===== config.mk =====
export PLATFORM = sky130hd
export DESIGN_NAME = execute_pipe
export DESIGN_NICKNAME = d
export VERILOG_FILES = /design/src/rtl/execute_pipe.sv
export SDC_FILE = /design/constraint.sdc
export NUM_CORES = 2
export LEC_CHECK = 0
export CORE_MARGIN = 8
export CORE_UTILIZATION = 35
export DETAILED_ROUTE_END_ITERATION = 8
export PLACE_DENSITY = 0.61
export SYNTH_ARGS = -nofsm -noshare
export SYNTH_HDL_FRONTEND = slang
export SYNTH_SLANG_ARGS = --single-unit

===== constraint.sdc =====
create_clock -name clk -period 9.7 [get_ports clk]
set_clock_uncertainty 0.2 [all_clocks]
set_input_delay 1.94 -clock clk [delete_from_list [all_inputs] [get_ports clk]]
set_output_delay 1.94 -clock clk [all_outputs]
set_load 0.005 [all_outputs]

===== src/rtl/execute_pipe.sv =====
// Y86-64 execute stage: ALU, condition-code register, cnd resolution for
// jxx/cmovxx, an optional iterative shift-add multiplier, and the E->M
// pipeline register.
//
// Ports:
//   clk, rst_n                        clock, asynchronous active-low reset
//   E_stat/E_icode/E_ifun             instruction in E
//   E_valA/E_valB/E_valC              operands
//   E_dstE/E_dstM                     destination register IDs (4'hF = none)
//   m_stat/W_stat                     later-stage stats for CC suppression
//   M_bubble                          force a bubble into M at the next edge
//   e_valE/e_dstE/e_cnd               combinational forwarding outputs
//   e_busy                            stall request while a mul is in flight
//   cc                                registered {ZF, SF, OF}
//   M_*                               E->M pipeline register
module execute_pipe #(
  parameter int unsigned WIDTH  = 64,
  parameter bit          MUL_EN = 1'b1
) (
  input  logic             clk,
  input  logic             rst_n,
  input  logic [2:0]       E_stat,
  input  logic [3:0]       E_icode,
  input  logic [3:0]       E_ifun,
  input  logic [WIDTH-1:0] E_valA,
  input  logic [WIDTH-1:0] E_valB,
  input  logic [WIDTH-1:0] E_valC,
  input  logic [3:0]       E_dstE,
  input  logic [3:0]       E_dstM,
  input  logic [2:0]       m_stat,
  input  logic [2:0]       W_stat,
  input  logic             M_bubble,
  output logic [WIDTH-1:0] e_valE,
  output logic [3:0]       e_dstE,
  output logic             e_cnd,
  output logic             e_busy,
  output logic [2:0]       cc,
  output logic [2:0]       M_stat,
  output logic [3:0]       M_icode,
  output logic             M_cnd,
  output logic [WIDTH-1:0] M_valE,
  output logic [WIDTH-1:0] M_valA,
  output logic [3:0]       M_dstE,
  output logic [3:0]       M_dstM
);

  localparam logic [2:0] StatAok = 3'd1;
  localparam logic [2:0] StatIns = 3'd4;
  localparam logic [3:0] RegNone = 4'hF;
  localparam int unsigned CntW = $clog2(WIDTH) + 1;

  typedef enum logic [1:0] {StIdle, StRun, StDone} mul_state_e;

  mul_state_e       state_q, state_d;
  logic [WIDTH-1:0] mcand_q, mcand_d;
  logic [WIDTH-1:0] mplier_q, mplier_d;
  logic [WIDTH-1:0] acc_q, acc_d;
  logic [CntW-1:0]  cnt_q, cnt_d;
  logic             mul_busy;
  logic             is_mul;

  logic [2:0]       cc_q;
  logic             cc_we;
  logic [WIDTH-1:0] op_res;
  logic             op_valid;
  logic             op_of;
  logic             zf, sf, of;

  assign is_mul = MUL_EN && (E_icode == 4'h6) && (E_ifun == 4'h4);

  // Multiplier FSM; operands are captured on entry to RUN so the result does
  // not depend on E being held perfectly stable.
  always_comb begin
    state_d  = state_q;
    mcand_d  = mcand_q;
    mplier_d = mplier_q;
    acc_d    = acc_q;
    cnt_d    = cnt_q;
    mul_busy = 1'b0;
    unique case (state_q)
      StIdle: begin
        if (is_mul) begin
          mul_busy = 1'b1;
          mcand_d  = E_valB;
          mplier_d = E_valA;
          acc_d    = '0;
          cnt_d    = '0;
          state_d  = StRun;
        end
      end
      StRun: begin
        mul_busy = 1'b1;
        // Low WIDTH bits of a two's-complement product equal the unsigned one.
        if (mplier_q[0]) acc_d = acc_q + mcand_q;
        mcand_d  = mcand_q << 1;
        mplier_d = mplier_q >> 1;
        cnt_d    = cnt_q + 1'b1;
        if (cnt_q == CntW'(WIDTH - 1)) state_d = StDone;
      end
      StDone: state_d = StIdle;
      default: state_d = StIdle;
    endcase
  end

  always_ff @(posedge clk or negedge rst_n) begin
    if (!rst_n) begin
      state_q  <= StIdle;
      mcand_q  <= '0;
      mplier_q <= '0;
      acc_q    <= '0;
      cnt_q    <= '0;
    end else begin
      state_q  <= state_d;
      mcand_q  <= mcand_d;
      mplier_q <= mplier_d;
      acc_q    <= acc_d;
      cnt_q    <= cnt_d;
    end
  end

  // Gated by reset so a held mul in E cannot stall upstream during reset.
  assign e_busy = rst_n & mul_busy;

  // OPq datapath and flags.
  always_comb begin
    op_res   = '0;
    op_valid = 1'b1;
    op_of    = 1'b0;
    case (E_ifun)
      4'h0: begin
        op_res = E_valB + E_valA;
        op_of  = (E_valA[WIDTH-1] == E_valB[WIDTH-1]) &&
                 (op_res[WIDTH-1] != E_valB[WIDTH-1]);
      end
      4'h1: begin
        op_res = E_valB - E_valA;
        op_of  = (E_valA[WIDTH-1] != E_valB[WIDTH-1]) &&
                 (op_res[WIDTH-1] != E_valB[WIDTH-1]);
      end
      4'h2: op_res = E_valB & E_valA;
      4'h3: op_res = E_valB ^ E_valA;
      4'h4: begin
        op_valid = MUL_EN;
        op_res   = (MUL_EN && state_q == StDone) ? acc_q : '0;
      end
      default: op_valid = 1'b0;
    endcase
  end

  always_comb begin
    e_valE = '0;
    case (E_icode)
      4'h2:       e_valE = E_valA;
      4'h3:       e_valE = E_valC;
      4'h4, 4'h5: e_valE = E_valB + E_valC;
      4'h6:       e_valE = op_res;
      4'h8, 4'hA: e_valE = E_valB - WIDTH'(8);
      4'h9, 4'hB: e_valE = E_valB + WIDTH'(8);
      default:    e_valE = '0;
    endcase
  end

  assign zf = cc_q[2];
  assign sf = cc_q[1];
  assign of = cc_q[0];

  always_comb begin
    e_cnd = 1'b0;
    case (E_ifun)
      4'h0:    e_cnd = 1'b1;
      4'h1:    e_cnd = (sf ^ of) | zf;
      4'h2:    e_cnd = sf ^ of;
      4'h3:    e_cnd = zf;
      4'h4:    e_cnd = ~zf;
      4'h5:    e_cnd = ~(sf ^ of);
      4'h6:    e_cnd = ~((sf ^ of) | zf);
      default: e_cnd = 1'b0;
    endcase
  end

  assign e_dstE = ((E_icode == 4'h2) && !e_cnd) ? RegNone : E_dstE;

  assign cc_we = (E_icode == 4'h6) && op_valid && !e_busy &&
                 (E_stat == StatAok) && (m_stat == StatAok) && (W_stat == StatAok);

  always_ff @(posedge clk or negedge rst_n) begin
    if (!rst_n) begin
      cc_q <= 3'b100;
    end else if (cc_we) begin
      cc_q <= {op_res == '0, op_res[WIDTH-1], op_of};
    end
  end

  assign cc = cc_q;

  always_ff @(posedge clk or negedge rst_n) begin
    if (!rst_n) begin
      M_stat  <= StatAok;
      M_icode <= 4'h1;
      M_cnd   <= 1'b0;
      M_valE  <= '0;
      M_valA  <= '0;
      M_dstE  <= RegNone;
      M_dstM  <= RegNone;
    end else if (M_bubble || e_busy) begin
      M_stat  <= StatAok;
      M_icode <= 4'h1;
      M_cnd   <= 1'b0;
      M_valE  <= '0;
      M_valA  <= '0;
      M_dstE  <= RegNone;
      M_dstM  <= RegNone;
    end else begin
      M_stat  <= ((E_icode == 4'h6) && !op_valid) ? StatIns : E_stat;
      M_icode <= E_icode;
      M_cnd   <= e_cnd;
      M_valE  <= e_valE;
      M_valA  <= E_valA;
      M_dstE  <= e_dstE;
      M_dstM  <= E_dstM;
    end
  end

endmodule


; ---- Word level (Yosys, flattened, before mapping)
; Cells that the tools add are included.
[word_totals]
register_bits = 348
in_bits = 220
wordCells = 110
[classes]
bitwise_logic = 8
reduce_logical = 25
n_addsub = 7
n_eq_ne = 28
mux = 29
[ops]
columns = op, count
row1 = $mux W64, 7
row2 = $pmux W64 S2, 3
row3 = $pmux W64 S6, 1
row4 = $pmux W64 S5, 1
row5 = $add A64 B64 Y64, 3
row6 = $add A64 B4 Y64 const B, 1
row7 = $and A64 B64 Y64, 1
row8 = $logic_not A64 Y1, 1
row9 = $sub A64 B4 Y64 const B, 1
row10 = $sub A64 B64 Y64, 1
row11 = $xor A64 B64 Y64, 1
row12 = $eq A4 B3 Y1 const B, 6
row13 = $eq A4 B2 Y1 const B, 4
row14 = $eq A4 B4 Y1 const B, 4
row15 = $mux W4, 4
row16 = $pmux W7 S2, 1
row17 = $logic_and A1 B1 Y1, 10
row18 = $eq A3 B1 Y1 const B, 3
row19 = $add A7 B1 Y7 const B, 1
row20 = $eq A7 B6 Y1 const B, 1
row21 = $mux W7, 1
row22 = $pmux W1 S7, 1
row23 = $mux W3, 2
row24 = $ne A2 B2 Y1 const B, 3
row25 = other kinds (22), 35

; ---- Longest topological paths before layout
[logic_depth]
ltp_word = 10
ltp_mapped = 21

; ---- Least setup slack after synthesis
; Ideal clock, no wire load.
[synth_timing]
path_kind = input-to-output
from = input E_icode[3]
to = output e_valE[57]
t_arrival_ns = 7.519
n_path_buf = 3
stages = 19
setup_slack_ns = 0.041
t_required_ns = 7.560
cell_sequence = clkbuf_1 nor2b_1 clkbuf_1 clkbuf_1 nand2_1 ha_1 a21o_1 a21o_1 a2111oi_0 a21o_1 a221oi_1 a21oi_1 o21ai_0 and3_1 a211o_1 a31oi_1 o21bai_1 xor2_1 a2111o_1
[synth_between]
elab_chain_cells = 3
elab_cells_between_ends = 13
[synth_lines]
columns = item, line_no
row1 = from (decl), 23  ; input logic [3:0] E_icode,
row2 = $eq A4 B4 Y1 / $eq A4 B3 Y1 (equally long branches), 152  ; case (E_icode)
row3 = $reduce_or A2 Y1, 152
row4 = $pmux W64 S6 *, 152
row5 = to (decl), 33  ; output logic [WIDTH-1:0] e_valE,
; Every way passes the cells marked *; elsewhere a longest branch is shown, timed or not.

; ---- Final worst setup path
[layout_timing]
from = input E_valA[6]
to = output e_valE[61]
[layout_between]
elab_chain_cells = 3
elab_cells_between_ends = 4
[layout_lines]
columns = item, line_no
row1 = from (decl), 25  ; input logic [WIDTH-1:0] E_valA,
row2 = $sub A64 B64 Y64 / $add A64 B64 Y64 (equally long branches), "136, 131"
row3 = $pmux W64 S5 *, 129  ; case (E_ifun)
row4 = $pmux W64 S6 *, 152
; Marks and branches as above.

==> results.toml <==
[status]
status = "finished clean"

[worst_setup_path]
timing.rr.start = "mcand_q[12]"
rr_endpoint = "acc_q[63]"
crit_fanout = 10
worstSetupPathType = "in2out"
cp-start-kind = "input port"
arrival_ns = 7.40
r2r_slack_ns = 4.24
r2r_cells = 16
critPathCaptureType = "primary output"
worstPathRequired_ns = 7.56

[synthesis]
synthCells = 4701
yosys.area.top_type = "dfrtp_1"
synth_top_cell_area_share = 0.240
synth_xor_area_frac = 0.0491
synth_area_leaders = "dfrtp_1 24%, ha_1 11%, nand2_1 6.5%"
synth_area_um2 = 35100
ys_warn_count = 0
synth_top_family_by_area = "compound AO/OA/AOI/OAI gates"
synth_most_common_cell = "nand2_1"
synth-edff-count = 0
syn_nets = 5240
synthMuxAreaShare = 0.00759
synth_compound_area_frac = 0.311
ys_seq_area_frac = 0.248
synthFlopType = "dfrtp_1"
synthAdderAreaFrac = 0.115
yosys-top-cells-count = "611 x nand2_1, 454 x nor2_1, 399 x a21oi_1"
syn_area_per_cell_um2 = 7.47
synth-simple-area-share = 0.218
async_flop_share = 1.00
ys_ff_latch = 348
synth_cell_type_count = 93

[final_layout]
nNetsFinal = 5677
drive_above_1_share = 0.0800
finish.utilization = 0.437
stdcell_count = 6478
syn_to_final_growth_pct = 24.1

[power_and_ir_drop]
irDropWorstVdd_mv = 0.105
leakage_nw = 18.7
p_per_area_nw_per_um2 = 129
total_power_w = 0.00563

[worst_hold_path]
min_path_cells = 1
min_path_type = "reg2reg"
holdPathEnd = "state_q[1]"
min-delay-start = "cnt_q[6]"

[global_route]
grt_pass1_vias = 38247
antenna_found_initial = 9
grt_pass1_wl_um = 258000
grt_max_degree = 84
grt_overflow = 0
grt.total_usage = 0.300

[drt]
top_layer_used = "met5"
wl_met2_um = 78300
ant_nets = 0
drt-total-wl_um = 176000
dr_wl_met3_um = 14500
post-route-drc-count = 0
drt-initial-drc-count = 4230
met1_length_um = 74200
via_per_inst = 6.13
num_vias = 39714
drt-pass1-iter-count = 8
wire_per_inst_um = 27.1

[sta]
hold_viol = 0
fin_crit_sh = 0.984
max_freq_ghz = 0.105
final-setup-viol-count = 0
worst_slack_ns = 0.159
tightest_slew_ns = 1.24
holdWs_ns = 0.280
slew_violations = 0
rsz0062_at_grt = "true"
finalCriticalPeriod_ns = 9.54
slew_headroom = 0.166

[cts]
path_clk_slew_ns = 0.06
clockRootBuffer = "clkbuf_16"
ctsHoldBuffers = 0
insertion_delay_ns = 0.65
numCtsBuffers = 47
cts_buffer_depth = 3
htree_levels = 2
cts_tree = "built"
cts.sinks = 348

[run]
maxCapViolCount = 0

[die]
start_util = 0.352
die_h_um = 333
fp.dieArea_um2 = 111000
dieWidth_um = 333
io_pins = 437
core_area_um2 = 99900
core.rowCount = 116

[placement]
place.gp.congestion = 1.00
dp_cells = 6385
portBuffers = 436
dp_hpwl_um = 137000
dp_slack_ns = -0.00437
[cell type report]
cell class              instances  area [um2]
fillers                     10108       56300
multi-input cells            3884       24800
flip-flops and latches        348        8720
repair buffers                675        6190
well taps                    1298        1620
clock buffers                  55        1230
inverters                     182         683
clock inverters                31         324
diodes                          5        12.5
[worst max-delay path, cell delays in order]
cell             delay (ns)
clkdlybuf4s50_1        0.56
inv_1                  0.10
ha_1                   0.48
nand4_1                0.13
buf_4                  0.18
a211oi_4               0.27
o31ai_2                0.18
a2111oi_2              0.60
a211o_2                0.29
a211oi_4               0.11
o31ai_4                0.39
a31oi_2                0.18
o21bai_1               0.20
a211oi_1               0.10
a211oi_1               0.30
buf_4                  0.20
nor2_1                 0.05
a2111oi_1              0.48
nand3_1                0.14
clkdlybuf4s50_1        0.51
[cells in the final DEF, fill, tap and decap left out, drive strengths merged, types with 30 or more instances in the layout]
| cell type | count |
|---|---|
| a22oi | 86 |
| nor2b | 46 |
| nand2b | 40 |
| a31oi | 190 |
| or3 | 35 |
| inv | 184 |
| a221oi | 30 |
| clkdlybuf4s50 | 433 |
| a211oi | 36 |
| ha | 314 |
| and3 | 37 |
| nand3 | 114 |
| and2 | 76 |
| o21bai | 52 |
| dfrtp | 337 |
| o211ai | 60 |
| o21ai | 336 |
| nor3 | 72 |
| xnor2 | 115 |
| o21a | 30 |
| nor2 | 454 |
| buf | 241 |
| clkbuf | 55 |
| a21o | 166 |
| xor2 | 82 |
| a21oi | 400 |
| nand2 | 611 |
| o31ai | 52 |
| nand4 | 77 |
[what timing repair did]
| item | 4_1_cts | 5_1_grt |
|---|---|---|
| endpoints found under the setup margin | 2 | 12 |
| buffers inserted | 0 | 2 |
| gates resized for setup | 2 | 17 |
| pin swaps | 0 | 1 |
[power by group]
part	switching, W	internal [W]
combinational	0.00133	0.000854
sequential	0.0000778	0.00154
clock	0.000782	0.00104
[routing by layer]
layer	vias to the layer above	GRT usage
met5	-	0
met4	2	0.131
li1	18124	-
met3	381	0.0487
met1	19221	0.400
met2	1986	0.479
[how the worst max path moves through the flow]
stage	to	slack, ns	start	cells past startpoint
finish	e_valE[61]	0.16	E_valA[6]	20
global route	e_valE[61]	-0.005	E_valA[2]	19
CTS	e_valE[62]	0.03	E_valB[0]	20
detailed placement	e_valE[62]	-0.004	E_valB[0]	20
global placement	e_valE[62]	-0.09	E_valB[0]	20
floorplan	e_valE[57]	0.04	E_icode[3]	19
[state kept, by name, summed over array words and instances, names as in the netlist, 7 cells and up]
register / count
cnt_q: 7
acc_q: 64
M_valA: 64
M_valE: 64
mcand_q: 64
mplier_q: 64
[stage by stage]
step	setup TNS [ns]	instance area, um2
finish	0	43600
floorplan	0	35100
global placement	-0.0851	42000
CTS	0	43500
detailed placement	-0.00437	42000
global route	-0.00470	43600
[kinds of logic (layout without fill, tap and decap cells)]
logic type,count (synthesis),after routing
and+or+nand+nor,1668,1668
adders and majority gates,320,320
muxes,26,26
buffers and inverters,469,943
DFF,348,348
AOI/OAI and AO/OA,1673,1673
xor gates and xnor gates,197,197
other,0,5
No activity file was read; power rests on OpenSTA's default activity.
